**src/rtl/disp_pkg.sv**
```systemverilog
// ----------------------------------------------------------------------------
// disp_pkg
// Shared definitions for the multiplexed 7-segment scan controller:
//   - SEG_0..SEG_9, SEG_APAGADO : segment patterns, index order [0:6] = a..g,
//                                 active-high.
//   - estado_t                  : scan FSM states.
//   - largura_indice()          : width of the digit index (minimum 1 bit).
// ----------------------------------------------------------------------------
package disp_pkg;

    localparam logic [0:6] SEG_0       = 7'b1111110;
    localparam logic [0:6] SEG_1       = 7'b0110000;
    localparam logic [0:6] SEG_2       = 7'b1101101;
    localparam logic [0:6] SEG_3       = 7'b1111001;
    localparam logic [0:6] SEG_4       = 7'b0110011;
    localparam logic [0:6] SEG_5       = 7'b1011011;
    localparam logic [0:6] SEG_6       = 7'b1011111;
    localparam logic [0:6] SEG_7       = 7'b1110000;
    localparam logic [0:6] SEG_8       = 7'b1111111;
    localparam logic [0:6] SEG_9       = 7'b1111011;
    localparam logic [0:6] SEG_APAGADO = 7'b0000000;

    typedef enum logic [1:0] {
        DESLIGADO = 2'd0,
        GUARDA    = 2'd1,
        MOSTRA    = 2'd2
    } estado_t;

    // A single digit still needs a 1-bit index port.
    function automatic int largura_indice(input int n);
        return (n > 1) ? $clog2(n) : 1;
    endfunction

endpackage

```
**src/rtl/bcd_para_7seg.sv**
```systemverilog
// ----------------------------------------------------------------------------
// bcd_para_7seg
// Combinational BCD to 7-segment decoder. Codes 10..15 decode to blank.
// Ports:
//   codigo    in  [3:0]  BCD code
//   apagar    in  1      force blank output
//   segmentos out [0:6]  segments a..g, active-high
// ----------------------------------------------------------------------------
module bcd_para_7seg
    import disp_pkg::*;
(
    input  logic [3:0] codigo,
    input  logic       apagar,
    output logic [0:6] segmentos
);

    always_comb begin
        // NOTE: every output of a combinational block gets a default first, so no path can infer a latch.
        segmentos = SEG_APAGADO;
        if (!apagar) begin
            case (codigo)
                4'd0:    segmentos = SEG_0;
                4'd1:    segmentos = SEG_1;
                4'd2:    segmentos = SEG_2;
                4'd3:    segmentos = SEG_3;
                4'd4:    segmentos = SEG_4;
                4'd5:    segmentos = SEG_5;
                4'd6:    segmentos = SEG_6;
                4'd7:    segmentos = SEG_7;
                4'd8:    segmentos = SEG_8;
                4'd9:    segmentos = SEG_9;
                default: segmentos = SEG_APAGADO;
            endcase
        end
    end

endmodule

```
**src/rtl/ctrl_varredura_7seg.sv**
```systemverilog
// ----------------------------------------------------------------------------
// ctrl_varredura_7seg
// Time-multiplexed scan controller for N_DIGITOS common-driven 7-segment
// digits sharing one decoder. Each digit is shown for PRESCALE cycles, with
// GUARDA dark cycles before it to avoid ghosting. The digit frame is double
// buffered: new data is staged and only moved to the display at a frame
// boundary (end of the last digit) or while the display is off.
//
// Optional build macro: SUPRIME_ZEROS_EN -- leading-zero blanking (digit 0 is
// always shown; anode timing is unchanged).
//
// Ports:
//   clk        in   1            system clock, rising edge
//   rst        in   1            asynchronous reset, active-high
//   ena        in   1            scan enable, 0 = display dark
//   dados      in   4*N_DIGITOS  BCD digits, digit k = dados[4k+3:4k]
//   carrega    in   1            load strobe for dados
//   pendente   out  1            staged frame not yet applied
//   atualizado out  1            pulse when staged frame becomes displayed
//   segmentos  out  [0:6]        segments a..g, active-high, registered
//   anodos     out  N_DIGITOS    one-hot digit select, registered
//   indice     out  >=1 bit      digit currently selected
// ----------------------------------------------------------------------------
module ctrl_varredura_7seg
    import disp_pkg::*;
#(
    parameter int N_DIGITOS = 4,
    parameter int PRESCALE  = 50000,
    parameter int GUARDA    = 4
) (
    input  logic                                 clk,
    input  logic                                 rst,
    input  logic                                 ena,
    input  logic [4*N_DIGITOS-1:0]               dados,
    input  logic                                 carrega,
    output logic                                 pendente,
    output logic                                 atualizado,
    output logic [0:6]                           segmentos,
    output logic [N_DIGITOS-1:0]                 anodos,
    output logic [largura_indice(N_DIGITOS)-1:0] indice
);

    localparam int IW   = largura_indice(N_DIGITOS);
    localparam int MAXC = (PRESCALE > GUARDA) ? PRESCALE : GUARDA;
    localparam int CW   = (MAXC > 1) ? $clog2(MAXC) : 1;

    localparam logic [CW-1:0]        FIM_MOSTRA = CW'(PRESCALE - 1);
    localparam logic [CW-1:0]        FIM_GUARDA = CW'((GUARDA > 0) ? GUARDA - 1 : 0);
    localparam logic [IW-1:0]        ULTIMO     = IW'(N_DIGITOS - 1);
    localparam logic [N_DIGITOS-1:0] UM_HOT     = N_DIGITOS'(1);

    // The GUARDA parameter hides the enum literal of the same name, so the
    // state is always written with the package scope.
    localparam estado_t APOS_DIGITO = (GUARDA > 0) ? disp_pkg::GUARDA : MOSTRA;

    estado_t estado_q, estado_d;
    logic [CW-1:0] cnt_q, cnt_d;
    logic [IW-1:0] indice_d;

    logic [N_DIGITOS-1:0][3:0] display_q, display_d;
    logic [N_DIGITOS-1:0][3:0] staging_q, staging_d;
    logic                      pendente_d;
    logic                      atualizado_d;

    logic                 fim_mostra;
    logic                 ponto_aplicacao;
    logic [3:0]           digito_sel;
    logic                 apagar;
    logic [0:6]           seg_dec;
    logic [0:6]           segmentos_d;
    logic [N_DIGITOS-1:0] anodos_d;

    // ------------------------------------------------------------------
    // Scan FSM: next state, dwell counter, digit index
    // ------------------------------------------------------------------
    assign fim_mostra = (estado_q == MOSTRA) && (cnt_q == FIM_MOSTRA);

    always_comb begin
        estado_d = estado_q;
        cnt_d    = cnt_q;
        indice_d = indice;
        if (!ena) begin
            estado_d = DESLIGADO;
            cnt_d    = '0;
            indice_d = '0;
        end else begin
            case (estado_q)
                DESLIGADO: begin
                    estado_d = APOS_DIGITO;
                    cnt_d    = '0;
                    indice_d = '0;
                end
                disp_pkg::GUARDA: begin
                    if (cnt_q == FIM_GUARDA) begin
                        estado_d = MOSTRA;
                        cnt_d    = '0;
                    end else begin
                        cnt_d = cnt_q + CW'(1);
                    end
                end
                MOSTRA: begin
                    if (fim_mostra) begin
                        estado_d = APOS_DIGITO;
                        cnt_d    = '0;
                        indice_d = (indice == ULTIMO) ? '0 : indice + IW'(1);
                    end else begin
                        cnt_d = cnt_q + CW'(1);
                    end
                end
                default: begin
                    estado_d = DESLIGADO;
                    cnt_d    = '0;
                    indice_d = '0;
                end
            endcase
        end
    end

    // ------------------------------------------------------------------
    // Load handshake. The displayed frame only changes at a frame boundary
    // or while dark, so a digit never mixes two frames within one scan.
    // ------------------------------------------------------------------
    assign ponto_aplicacao = (estado_q == DESLIGADO) || (fim_mostra && (indice == ULTIMO));

    always_comb begin
        display_d    = display_q;
        staging_d    = staging_q;
        pendente_d   = pendente;
        atualizado_d = 1'b0;
        if (ponto_aplicacao) begin
            if (carrega) begin
                // Data arriving exactly at the apply point skips staging.
                display_d    = dados;
                pendente_d   = 1'b0;
                atualizado_d = 1'b1;
            end else if (pendente) begin
                display_d    = staging_q;
                pendente_d   = 1'b0;
                atualizado_d = 1'b1;
            end
        end else if (carrega) begin
            staging_d  = dados;
            pendente_d = 1'b1;
        end
    end

    // ------------------------------------------------------------------
    // Output path, decoded from next-state values so that anodes and
    // segments switch on the same edge.
    // ------------------------------------------------------------------
    assign digito_sel = display_d[indice_d];

`ifdef SUPRIME_ZEROS_EN
    logic [N_DIGITOS-1:0] supressao;
    logic                 zeros_acima;

    always_comb begin
        supressao   = '0;
        zeros_acima = 1'b1;
        // NOTE: blocking assignments here are intentional: zeros_acima carries a running AND from the top digit down within one evaluation.
        for (int k = N_DIGITOS - 1; k >= 1; k--) begin
            zeros_acima  = zeros_acima & (display_d[k] == 4'd0);
            supressao[k] = zeros_acima;
        end
    end

    assign apagar = supressao[indice_d];
`else
    assign apagar = 1'b0;
`endif

    bcd_para_7seg u_decodificador (
        .codigo    (digito_sel),
        .apagar    (apagar),
        .segmentos (seg_dec)
    );

    always_comb begin
        anodos_d    = '0;
        segmentos_d = SEG_APAGADO;
        if (estado_d == MOSTRA) begin
            anodos_d    = UM_HOT << indice_d;
            segmentos_d = seg_dec;
        end
    end

    // ------------------------------------------------------------------
    // State and output registers
    // ------------------------------------------------------------------
    always_ff @(posedge clk or posedge rst) begin
        // NOTE: the frame buffers are a few flip-flops rather than a RAM, so they are reset along with the control state.
        if (rst) begin
            estado_q   <= DESLIGADO;
            cnt_q      <= '0;
            indice     <= '0;
            display_q  <= '0;
            staging_q  <= '0;
            pendente   <= 1'b0;
            atualizado <= 1'b0;
            anodos     <= '0;
            segmentos  <= SEG_APAGADO;
        end else begin
            // NOTE: non-blocking assignments so every register samples pre-edge values.
            estado_q   <= estado_d;
            cnt_q      <= cnt_d;
            indice     <= indice_d;
            display_q  <= display_d;
            staging_q  <= staging_d;
            pendente   <= pendente_d;
            atualizado <= atualizado_d;
            anodos     <= anodos_d;
            segmentos  <= segmentos_d;
        end
    end

endmodule

```
**config.mk**
```make
export PLATFORM = sky130hd
export DESIGN_NAME = ctrl_varredura_7seg
export DESIGN_NICKNAME = d
export VERILOG_FILES = /design/src/rtl/disp_pkg.sv /design/src/rtl/bcd_para_7seg.sv /design/src/rtl/ctrl_varredura_7seg.sv
export SDC_FILE = /design/constraint.sdc
export NUM_CORES = 1
export LEC_CHECK = 0
export CELL_PAD_IN_SITES_DETAIL_PLACEMENT = 0
export CELL_PAD_IN_SITES_GLOBAL_PLACEMENT = 1
export CORE_MARGIN = 2
export CORE_UTILIZATION = 45
export CTS_BUF_LIST = sky130_fd_sc_hd__clkbuf_8
export DETAILED_ROUTE_END_ITERATION = 8
export PLACE_DENSITY_LB_ADDON = 0.3
export SYNTH_ARGS = -nofsm -noshare
export SYNTH_HDL_FRONTEND = slang
export SYNTH_SLANG_ARGS = --single-unit
```
**constraint.sdc**
```tcl
create_clock -name clk -period 3.5 [get_ports clk]
set_input_delay 0.525 -clock clk [delete_from_list [all_inputs] [get_ports clk]]
set_output_delay 0.525 -clock clk [all_outputs]
set_load 0.01 [all_outputs]
```
==> Word-level counts from Yosys, hierarchy flattened <==
Memories as Yosys holds them, arrays and structs flattened.
Index checks and enable logic that the tools add are counted.
{ "classes": {"n_addsub": 2, "n_lt_le_gt_ge": 1, "n_eq_ne": 6, "shift": 1, "mux": 24, "n_bitwise": 1, "reduce_logical": 6} }
{ "op_table": {"columns": ["operator", "n"], "rows": [
  ["two-way mux 16 bit", 6],
  ["one-hot mux 16 bit (2 select lines)", 1],
  ["adder 16 x 1 -> 16 bit (second input constant)", 1],
  ["equality test 16 bit (second input constant)", 1],
  ["equality test 16 x 2 -> 1 bit (second input constant)", 1],
  ["two-way mux 2 bit", 6],
  ["binary-select mux 4 bit (select 2 bit)", 1],
  ["two-way mux 4 bit", 2],
  ["two-way mux 7 bit", 1],
  ["equality test 2 bit (second input constant)", 3],
  ["one-hot mux 2 bit (3 select lines)", 1],
  ["two-way mux 1 bit", 5],
  ["one-hot mux 2 bit (2 select lines)", 1],
  ["<< shifter 1 x 2 -> 4 bit (first input constant)", 1],
  ["less-than comparator 2 x 3 -> 1 bit (second input constant)", 1],
  ["adder 2 x 1 -> 2 bit (second input constant)", 1],
  ["equality test 2 x 1 -> 1 bit (second input constant)", 1],
  ["logical AND 1 bit", 2],
  ["logical NOT 2 bit", 1],
  ["AND reduction 2 bit", 1],
  ["nonzero test 2 bit", 1],
  ["logical OR 1 bit", 1],
  ["NOT 1 bit", 1]
]} }
{ "word_totals": {"regBits": 65, "romBits": 112, "in_bits": 20, "output_inout_bits": 15, "wordCells": 57, "n_memories": 1} }
{ "mem_list": {"columns": ["memory", "depth", "width", "read_ports", "rd_clocked_by_memory_dff", "wr", "line", "text"], "rows": [
  ["(no name shown)", 16, 7, 1, 0, 0, "bcd_para_7seg.sv:21", "case (codigo)"]
]} }

==> Logic depth before layout (Yosys ltp) <==
An unclocked memory read counts as a cell.
{ "depth": {"word_depth": 9, "mapped_depth": 15, "ltp_nobuf": 14} }

==> Modules after synthesis <==
From an unflattened synthesis, not the netlist that was laid out.
{ "unflattened": {"cells_unflattened": 376, "area_unflattened_um2": 3696.0} }
{ "by_module_without_submodules": {"columns": ["module", "n_inst", "cells_per_inst", "area_each_um2"], "rows": [
  ["ctrl_varredura_7seg", 1, 345, 3465.8],
  ["bcd_para_7seg", 1, 31, 230.2]
]} }

==> Worst setup path after synthesis <==
OpenSTA, ideal clock, no wires.
{ "synth_timing": {"path_kind": "flip-flop to flip-flop", "start": "reg estado_q[0]", "end": "reg segmentos[0] (netlist bit)", "setup_time_ps": 73, "t_arrival_ps": 2925, "t_required_ps": 3427, "slack_ps": 502, "stages_incl_launch_ff": 14, "synth_period_minus_slack_ps": 2998, "cell_sequence": "dfrtp_1 -> inv_1 -> ha_1 -> nand4_1 -> nor3_2 -> a32o_1 -> a31oi_2 -> buf_4 -> nor4_1 -> a211oi_1 -> a311o_1 -> ha_1 -> mux2_4 -> a21oi_2"} }
{ "synth_between": {"elab_chain_cells": 9} }
{ "synth_rtl": {"columns": ["item", "line", "text"], "rows": [
  ["from (decl)", "ctrl_varredura_7seg.sv:56", "estado_t estado_q, estado_d;"],
  ["from (signal assigned)", "ctrl_varredura_7seg.sv:204", "estado_q <= estado_d;"],
  ["equality test 2 bit", "ctrl_varredura_7seg.sv:76, ctrl_varredura_7seg.sv:87", null],
  ["logical AND 1 bit", "ctrl_varredura_7seg.sv:76", "assign fim_mostra = (estado_q == MOSTRA) && (cnt_q == FIM_MOSTRA);"],
  ["two-way mux 2 bit or logical AND 1 bit (tied branches)", "ctrl_varredura_7seg.sv:102, ctrl_varredura_7seg.sv:123", null],
  ["one-hot mux 2 bit (2 select lines) or logical OR 1 bit (tied branches)", "ctrl_varredura_7seg.sv:87, ctrl_varredura_7seg.sv:123", null],
  ["two-way mux 2 bit or two-way mux 16 bit (tied branches)", "ctrl_varredura_7seg.sv:82, ctrl_varredura_7seg.sv:130", null],
  ["binary-select mux 4 bit (select 2 bit)", "ctrl_varredura_7seg.sv:151", "assign digito_sel = display_d[indice_d];"],
  ["two-way mux 4 bit (implied by the code)", "ctrl_varredura_7seg.sv:151", null],
  ["memory (16 x 7 bit)", null, null],
  ["two-way mux 7 bit (*)", "ctrl_varredura_7seg.sv:181", "if (estado_d == MOSTRA) begin"],
  ["named net segmentos_d, one bit", "ctrl_varredura_7seg.sv:70", "logic [0:6] segmentos_d;"],
  ["to (signal assigned)", "ctrl_varredura_7seg.sv:212", "segmentos <= segmentos_d;"],
  ["to (decl)", "ctrl_varredura_7seg.sv:38", "output logic [0:6] segmentos,"]
]} }
Mark *: on every way through the listed nets, which the timed path passes. The rest lies on a longest branch. The select of a mux whose other input is x is not followed.
A chain may end at the register's enable or synchronous reset.

==> Worst setup path after layout <==
Same ends and word-level chain as after synthesis.

==> impl_metrics.json <==
{
  "synth-seq-cells": 65,
  "synth_edf_count": 0,
  "worst_slack_ns": 0.254,
  "finalHoldViolCount": 0,
  "antennaDiodeCount": 0,
  "worstHoldPathType": "reg2reg",
  "synth-warning-count": 0,
  "rows": 32,
  "cp_cell_sequence": "inv_1, ha_2, and4_1, nand4_1, or2_1, a31oi_2, buf_4, mux2i_2, o221ai_2, or2_4, mux2_4, a21oi_2",
  "path_class": "reg2reg",
  "grt_max_degree": 29,
  "die-area_um2": 8790,
  "first_iter_violations": 135,
  "reg2regPathDepth": 12,
  "dp_hpwl_um": 6270,
  "crit_required_ns": 3.77,
  "pin_count": 35,
  "synth_area_um2": 3620,
  "dr.pass1.iters": 4,
  "drv_cap": 0,
  "clock_path_buffers": 2,
  "clkTransAtPathRegs_ns": 0.07,
  "setup_viol": 0,
  "period_minus_slack_ns": 3.25,
  "htreeDepth": 3,
  "placeableCoreArea_um2": 7770,
  "clk_latency_ns": 0.34,
  "cts_tree": "yes",
  "cp.arrival_ns": 3.52,
  "max_stage_delay_ns": 0.41,
  "ant_nets": 0,
  "cp_slowest_cell": "dfrtp_1",
  "r2r-end": "segmentos[0]$_DFF_PP0_",
  "p_leak_nw": 1.89,
  "critPathCaptureType": "flop",
  "fin_worst_skew_ns": 0.00878,
  "chipWidth_um": 93.7,
  "drc": 0,
  "overflow": 0,
  "ys.flop_type": "dfrtp_1",
  "port_buffers": 34,
  "critPathCapture": "segmentos[0]$_DFF_PP0_",
  "grt_pass1_vias": 2948,
  "outcome": "finished, final reports clean",
  "synthCells": 349,
  "rsz0062_at_grt": "no",
  "synth.yosys.seq_area_share": 0.449,
  "ir_worst_vdd_mv": 0.343,
  "cts-buffers-inserted": 9,
  "cts_hold_buffers": 0,
  "wl_um": 8510,
  "worstMarginPinSlew_ns": 0.710,
  "syn-num-nets": 380,
  "max_slew_margin": 0.526,
  "fp.dieH_um": 93.7,
  "worst_setup_path_start_kind": "flop",
  "synthArstFlopShare": 1.00,
  "avgViaCountPerCell": 5.74,
  "slew_violations": 0,
  "crit_cells": 12,
  "area_growth_pct": 21.3,
  "vias": 2892,
  "path_buf_inv": 2,
  "fin_setup_tns_ns": 0,
  "gp_congestion": 0.877,
  "start_util": 0.466,
  "final.period_utilization": 0.927,
  "r2r_start": "estado_q[0]$_DFF_PP0_",
  "clock.fmax_mhz": 308,
  "cts_root_buffer": "clkbuf_8",
  "synth.distinct_cells": 68,
  "grt_pass1_wl_um": 14500,
  "wl_per_cell_um": 16.9,
  "rrSetupSlack_ns": 0.25,
  "antenna_found_initial": 0,
  "powerDensity_nw_per_um2": 444,
  "crit_family": "simple AND/OR/NAND/NOR gates",
  "clock_sinks": 65,
  "num-nets-final": 428,
  "place_ws_ns": 0.0715,
  "crit_fanout": 7,
  "drive_gt1_frac": 0.197,
  "critPathLaunch": "estado_q[0]$_DFF_PP0_",
  "grt.total_usage": 0.211,
  "syn_area_per_cell_um2": 10.4
}
## cell type report
cell class	instances	area, µm²
well taps	102	128
flip-flops and latches	65	1630
fillers	699	3370
inverters	13	48.8
clock inverters	5	77.6
clock buffers	11	151
repair buffers	51	480
multi-input cells	257	1880
## worst reg2reg max path: cells and delay by family, from the launching register on
family                     cells  cell delay [ns]
DFF                            1             0.41
adders and majority gates      1             0.24
AOI/OAI and AO/OA              3             0.61
muxes                          2             0.59
and+or+nand+nor                4             1.03
buffers and inverters          2             0.29
## layer usage
layer	vias up	GRT usage	routed length [µm]
li1	1379	-	-
met1	1425	0.303	4140
met2	74	0.318	3860
met3	14	0.0474	377
met4	0	0.0676	129
met5	-	0	0
## registers in the layout, summed over array words and instances (netlist names)
signal,cells
anodos,4
segmentos,7
cnt_q,16
display_q,16
indice,2
staging_q,16
estado_q,2
atualizado,1
pendente,1
## cell families after synthesis
family | share of synthesized area
AND/OR/NAND/NOR | 0.206
AO/OA/AOI/OAI | 0.172
flip-flops | 0.449
buffers and inverters | 0.0342
multiplexers | 0.0649
XOR/XNOR | 0.0363
adder cells (fa/ha/maj) | 0.0380
## stage by stage
stage	power (mW)	hold slack (ns)	util	cell area, µm²	std cells
after global routing	2.04	0.485	0.566	4400	504
final	1.95	0.460	0.566	4400	504
after detailed placement	1.23	0.454	0.535	4160	488
after floorplan	1.12	0.425	-	3620	349
after global placement	1.22	0.441	0.535	4160	488
after CTS	1.96	0.463	0.565	4390	504
## how the worst min path moves through the flow
stage	from	to	slack (ns)	depth (start not counted)
2_1_floorplan	cnt_q[0]$_DFF_PP0_	cnt_q[0]$_DFF_PP0_	0.43	1
3_3_place_gp	cnt_q[0]$_DFF_PP0_	cnt_q[0]$_DFF_PP0_	0.44	1
3_5_place_dp	cnt_q[0]$_DFF_PP0_	cnt_q[0]$_DFF_PP0_	0.45	1
4_1_cts	cnt_q[0]$_DFF_PP0_	cnt_q[0]$_DFF_PP0_	0.46	1
5_1_grt	cnt_q[0]$_DFF_PP0_	cnt_q[0]$_DFF_PP0_	0.48	1
6_report	cnt_q[0]$_DFF_PP0_	cnt_q[0]$_DFF_PP0_	0.46	1
## cells in the final DEF (no fill, tap or decap), types with 11 or more instances in the layout
cell type,n
clkdlybuf4s50_1,34
dfrtp_1,65
clkbuf_8,11
nand2_1,21
mux2_2,16
buf_4,16
nor2_1,37
inv_1,12
a21oi_1,11
## cell usage after synthesis (4+ instances only)
| library cell | n | share of area |
|---|---|---|
| dfrtp_1 | 65 | 0.45 |
| nor2_1 | 37 | 0.038 |
| nand2_1 | 21 | 0.022 |
| mux2_2 | 16 | 0.050 |
| inv_1 | 13 | 0.013 |
| a21oi_1 | 11 | 0.015 |
| ha_1 | 11 | 0.038 |
| and3_1 | 10 | 0.017 |
| clkbuf_1 | 9 | 0.0093 |
| o21ai_0 | 9 | 0.012 |
| and2_1 | 8 | 0.014 |
| nand3_1 | 8 | 0.011 |
| nor3_1 | 8 | 0.011 |
| xnor2_1 | 8 | 0.019 |
| xor2_1 | 7 | 0.017 |
| nor2b_1 | 6 | 0.010 |
| nand4_1 | 5 | 0.0086 |
| o221ai_1 | 5 | 0.012 |
| o22ai_1 | 5 | 0.0086 |
| o2bb2ai_1 | 5 | 0.012 |
| a22oi_1 | 4 | 0.0083 |
| a31oi_1 | 4 | 0.0069 |
| and3b_1 | 4 | 0.0097 |
| buf_4 | 4 | 0.0083 |
| mux2i_1 | 4 | 0.011 |
## timing repair
item	4_1_cts	5_1_grt
resized for setup	0	4
setup buffers	0	0
endpoints found under the setup margin	0	5
hold endpoints to repair	0	0
## report_power, final
part | switching, mW | total, mW | internal [mW]
registers | 0.0531 | 0.882 | 0.829
clock network | 0.290 | 0.728 | 0.437
logic | 0.177 | 0.341 | 0.164
(Power assumes the default switching activity.)
